<file path="config.mk">
export PLATFORM = sky130hd
export DESIGN_NAME = sync_fifo_flags
export DESIGN_NICKNAME = d
export VERILOG_FILES = /design/src/rtl/fifo_pkg.sv /design/src/rtl/fifomem.sv /design/src/rtl/sync_fifo_flags.sv
export SDC_FILE = /design/constraint.sdc
export NUM_CORES = 1
export LEC_CHECK = 0
export BUFFER_PORTS_ARGS = -buffer_cell sky130_fd_sc_hd__buf_4
export CAP_MARGIN = 20
export CELL_PAD_IN_SITES_DETAIL_PLACEMENT = 1
export CELL_PAD_IN_SITES_GLOBAL_PLACEMENT = 1
export CORE_ASPECT_RATIO = 1.1
export CORE_MARGIN = 3
export CORE_UTILIZATION = 45
export CTS_CLUSTER_SIZE = 16
export DETAILED_ROUTE_END_ITERATION = 12
export GPL_TIMING_DRIVEN = 0
export PLACE_DENSITY_LB_ADDON = 0.05
export SYNTH_ARGS = -nofsm -noshare
export SYNTH_HDL_FRONTEND = slang
export SYNTH_SLANG_ARGS = --single-unit
</file>
<file path="constraint.sdc">
create_clock -name clk -period 3.6 [get_ports clk]
set_input_delay 0.36 -clock clk [delete_from_list [all_inputs] [get_ports clk]]
set_output_delay 0.36 -clock clk [all_outputs]
set_load 0.005 [all_outputs]
</file>
<file path="src/rtl/fifo_pkg.sv">
// Shared defaults and status bundle for the single-clock flagged FIFO.
package fifo_pkg;

    localparam int FIFO_DSIZE = 8;
    localparam int FIFO_ASIZE = 4;

    typedef struct packed {
        logic wfull;
        logic rempty;
        logic walmost_full;
        logic ralmost_empty;
        logic overflow;
        logic underflow;
    } fifo_status_t;

endpackage

</file>
<file path="src/rtl/fifomem.sv">
// Dual-port storage array: synchronous write, asynchronous read.
module fifomem #(
    parameter int DSIZE = 8,
    parameter int ASIZE = 4
) (
    output logic [DSIZE-1:0] rdata,
    input  logic [DSIZE-1:0] wdata,
    input  logic [ASIZE-1:0] waddr,
    input  logic [ASIZE-1:0] raddr,
    input  logic             wclken,
    input  logic             wfull,
    input  logic             wclk
);

    localparam int DEPTH = 1 << ASIZE;

    logic [DSIZE-1:0] r_mem [0:DEPTH-1];

    assign rdata = r_mem[raddr];

    always_ff @(posedge wclk) begin
        if (wclken && !wfull)
            r_mem[waddr] <= wdata;
    end

endmodule

</file>
<file path="src/rtl/sync_fifo_flags.sv">
// Single-clock FIFO with count, threshold flags, sticky errors and flush.
// Define FIFO_FWFT_EN for first-word-fall-through reads (head word visible with zero latency).
module sync_fifo_flags
    import fifo_pkg::*;
#(
    parameter int DSIZE = FIFO_DSIZE,
    parameter int ASIZE = FIFO_ASIZE
) (
    input  logic             clk,
    input  logic             rst,
    input  logic             flush,
    input  logic             clr_err,
    input  logic [DSIZE-1:0] wdata,
    input  logic             winc,
    input  logic             rinc,
    input  logic [ASIZE:0]   afull_thresh,
    input  logic [ASIZE:0]   aempty_thresh,
    output logic [DSIZE-1:0] rdata,
    output logic             wfull,
    output logic             rempty,
    output logic             walmost_full,
    output logic             ralmost_empty,
    output logic [ASIZE:0]   count,
    output logic             overflow,
    output logic             underflow
);

    logic [ASIZE:0]   r_wptr, r_rptr;
    logic             r_overflow, r_underflow;
    logic [ASIZE:0]   w_count;
    logic             w_full, w_empty;
    logic             w_wacc, w_racc;
    logic             w_set_ovf, w_set_udf;
    logic [DSIZE-1:0] w_memrd;
    fifo_status_t     w_status;

    // Everything below is decoded from registered pointers only.
    assign w_count = r_wptr - r_rptr;
    assign w_empty = (r_wptr == r_rptr);
    assign w_full  = (r_wptr[ASIZE] != r_rptr[ASIZE]) &&
                     (r_wptr[ASIZE-1:0] == r_rptr[ASIZE-1:0]);

    assign w_wacc    = winc && !w_full  && !flush;
    assign w_racc    = rinc && !w_empty && !flush;
    assign w_set_ovf = winc && w_full  && !flush;
    assign w_set_udf = rinc && w_empty && !flush;

    always_ff @(posedge clk or posedge rst) begin
        if (rst) begin
            r_wptr <= '0;
            r_rptr <= '0;
        end else if (flush) begin
            r_wptr <= '0;
            r_rptr <= '0;
        end else begin
            if (w_wacc) r_wptr <= r_wptr + 1'b1;
            if (w_racc) r_rptr <= r_rptr + 1'b1;
        end
    end

    // A set event in the same cycle as clr_err takes priority.
    always_ff @(posedge clk or posedge rst) begin
        if (rst) begin
            r_overflow  <= 1'b0;
            r_underflow <= 1'b0;
        end else begin
            if (w_set_ovf)    r_overflow  <= 1'b1;
            else if (clr_err) r_overflow  <= 1'b0;
            if (w_set_udf)    r_underflow <= 1'b1;
            else if (clr_err) r_underflow <= 1'b0;
        end
    end

    fifomem #(
        .DSIZE (DSIZE),
        .ASIZE (ASIZE)
    ) u_mem (
        .rdata  (w_memrd),
        .wdata  (wdata),
        .waddr  (r_wptr[ASIZE-1:0]),
        .raddr  (r_rptr[ASIZE-1:0]),
        .wclken (winc && !flush),
        .wfull  (w_full),
        .wclk   (clk)
    );

`ifdef FIFO_FWFT_EN
    assign rdata = w_memrd;
`else
    logic [DSIZE-1:0] r_rdata;

    always_ff @(posedge clk or posedge rst) begin
        if (rst)
            r_rdata <= '0;
        else if (w_racc)
            r_rdata <= w_memrd;
    end

    assign rdata = r_rdata;
`endif

    assign w_status.wfull         = w_full;
    assign w_status.rempty        = w_empty;
    assign w_status.walmost_full  = (w_count >= afull_thresh);
    assign w_status.ralmost_empty = (w_count <= aempty_thresh);
    assign w_status.overflow      = r_overflow;
    assign w_status.underflow     = r_underflow;

    assign wfull         = w_status.wfull;
    assign rempty        = w_status.rempty;
    assign walmost_full  = w_status.walmost_full;
    assign ralmost_empty = w_status.ralmost_empty;
    assign overflow      = w_status.overflow;
    assign underflow     = w_status.underflow;
    assign count         = w_count;

endmodule

</file>
==> results.yml <==
place:
  hpwl_um: 9490
  gp_congestion: 0.747
  place_inst: 615
  io_buffers: 42
sta:
  slew_violations: 0
  rsz0062_at_grt: "no"
  maxSlewHeadroom_pct: 43.4
  fin_skew_ns: 0.0126
  hold_viol_final: 0
  fmax_mhz: 294
  finalCritPeriodShare_pct: 94.5
  tightest_slew_ns: 0.846
  setup-tns-final_ns: 0
  hold-worst-slack_ns: 0.0873
  setup_viol: 0
  final.min_clock_period_ns: 3.40
routing:
  post_drt_wl_per_cell_um: 21.5
  wirelength_um: 13900
  ant_nets: 0
  drtIter0Drc: 176
  routed_via_density: 5.34
  drcViolationCount: 0
  firstDrtPassIters: 4
  num_vias: 3452
global_routing:
  grt_overflow: 0
  grt_max_degree: 21
  grt_pass1_vias: 3717
  grt_use_total_pct: 19.4
  grt_first_pass_wirelength_um: 21800
  antenna_found_initial: 0
synth:
  syn_area_mm2: 0.00634
  yosysMostFrequentCell: "edfxtp_1"
  synth_fp_nets: 429
  synthAdderAreaFrac_pct: 4.06
  synth_seq_area_share_pct: 68.5
  ys_async_sr_fraction_pct: 13.5
  synth_seq_cells: 148
  synth_xor_area_share_pct: 1.66
  yosysWarnings: 0
  yosysTopAreaCell: "edfxtp_1"
  synth_area_leaders: "edfxtp_1, mux4_2, dfrtp_1"
  synth.area.mux_share_pct: 12.9
  synth_edf_count: 128
  synth_ff_type: "edfxtp_1"
  synth_compound_area_share_pct: 3.39
  synth_area_per_cell_um2: 16.5
  synth_top_family_by_area: "multiplexers"
  synth_top_area_share_pct: 60.6
  ys_types: 36
  synthTopCellsByCount: "edfxtp_1, nor2_1, mux4_2"
  synthSimpleGateAreaFrac_pct: 6.18
  syn-instance-count: 385
worst_setup_path:
  critical_path_peak_fanout: 19
  cp-end-kind: "output pin"
  worstPathRequired_ns: 3.24
  critPathLaunchType: "flop"
  worst_ep_arrival_time_ns: 3.04
  critical_path_class: "reg -> out"
clock_network:
  cts_buffer_depth: 2
  cts_tree: "done"
  clkTransAtPathRegs_ns: 0.06
  numCtsBuffers: 17
  cts-root-buf: "clkbuf_16"
  cts.sink_count: 148
  htreeDepth: 4
  insertion_delay_ns: 0.42
finish:
  insertedDiodeCount: 0
  final_cell_count_no_fill: 646
  synthToLayoutAreaGrowth_pct: 19.0
  final_nets: 493
  fillers: 1294
  drive_above_1_share_pct: 26.8
power:
  clkPwrFrac_pct: 40.7
  pwr-share-comb_pct: 15.8
  leakage_nw: 2.73
  p_total_w: 0.00451
  seq_power_share_pct: 43.5
  ir_worst_vdd_mv: 0.359
  switching_share_pct: 23.5
  power_density_mw_per_mm2: 598
  p_sw_w: 0.00106
  p_int_w: 0.00345
floorplanning:
  ioPinCount: 43
  die_w_um: 119
  start_util_pct: 47.0
  die_area_mm2: 0.0156
  die_height_um: 131
  coreArea_mm2: 0.0135
  rows: 44
job:
  cap_viol_max_count: 0
hold_path:
  hp-class: "in -> async"
outcome:
  run_status: "finished clean"
-- registers in the layout, indices dropped and copies added (netlist names) --
| register | cells |
|---|---|
| u_mem.r_mem | 128 |
| rdata | 8 |
| r_rptr | 5 |
| r_wptr | 5 |
| overflow | 1 |
| underflow | 1 |
-- kinds of logic (layout without fill, tap and decap cells) --
kind of cell               after synthesis  after routing
DFF                                    148            148
buffers and inverters                   37            114
xor gates and xnor gates                12             12
adders and majority gates               20             20
and+or+nand+nor                         93             93
muxes                                   40             40
AOI/OAI and AO/OA                       35             35
-- worst paths after layout --
check | startpoint | endpoint | slack [ns] | cells past startpoint
setup / recovery | r_rptr[1] | ralmost_empty | 0.20 | 11
setup reg to reg | r_rptr[2] | u_mem.r_mem[2][6] | 0.22 | 11
hold reg to reg | rdata[1] | rdata[1] | 0.48 | 2
hold / removal | rst | rdata[5] | 0.09 | 2
max in group asynchronous | rst | r_wptr[1] | 3.02 | 2
min in group clk | clr_err | underflow | 0.13 | 2
-- critical path, stage by stage (launching register included) --
cell and delay [ns]:
dfrtp_1 0.37, buf_6 0.19, buf_12 0.20, inv_4 0.11, fa_1 0.46, a21o_1 0.19
a21oi_1 0.17, xnor2_1 0.22, ha_1 0.31, o21a_1 0.11, o22ai_1 0.13, buf_4 0.13
-- power by group through the flow --
stage	clock, W	combinational (W)	sequential (W)
after floorplan	0	0.000432	0.00200
after global placement	0	0.000706	0.00199
after detailed placement	0	0.000731	0.00200
after CTS	0.00187	0.000735	0.00196
after global routing	0.00194	0.000798	0.00197
final	0.00183	0.000715	0.00196
-- routing by layer --
layer  wire length, um  track usage, %  part of all wire [%]
met5                 0               0                     0
met4               133            6.54                  0.96
met3               643            4.39                   4.6
met2              7150            33.4                    52
met1              5950            24.6                    43
-- layout make-up --
| cell class | instances | area, um2 | area share [%] |
|---|---|---|---|
| multi-input cells | 200 | 1800 | 23.9 |
| well taps | 184 | 230 | 3.05 |
| clock inverters | 12 | 180 | 2.39 |
| repair buffers | 46 | 345 | 4.58 |
| inverters | 21 | 81.3 | 1.08 |
| plain buffers | 15 | 126 | 1.67 |
| flip-flops and latches | 148 | 4340 | 57.6 |
| clock buffers | 20 | 437 | 5.79 |
-- timing repair --
item | 4_1_cts | 5_1_grt
resized for setup | 1 | 4
endpoints found under the setup margin | 10 | 13
endpoints found under the hold margin | 0 | 0
hold buffers | 0 | 0
pin swaps | 0 | 0
setup buffers | 0 | 0
-- per-stage QoR --
| step | worst slack (ns) | utilization (%) | instance area (um2) |
|---|---|---|---|
| 5_1_grt | 0.0109 | 55.9 | 7550 |
| 3_5_place_dp | -0.0124 | 51.3 | 6920 |
| 2_1_floorplan | 0.746 | - | 6340 |
| 4_1_cts | 0.0683 | 55.9 | 7540 |
| 3_3_place_gp | -0.285 | 51.1 | 6890 |
| 6_report | 0.199 | 55.9 | 7550 |
-- cell usage in the layout (no fill, tap or decap), drive strengths merged, types with 8 or more instances in the layout --
master and instances:
inv 22, nand2 26, dfrtp 20, edfxtp 128, mux2i 8, clkbuf 22, mux4 32, a21oi 8
ha 19, o21ai 18, nor2 50, buf 59
No activity file was read; power rests on OpenSTA's default activity.
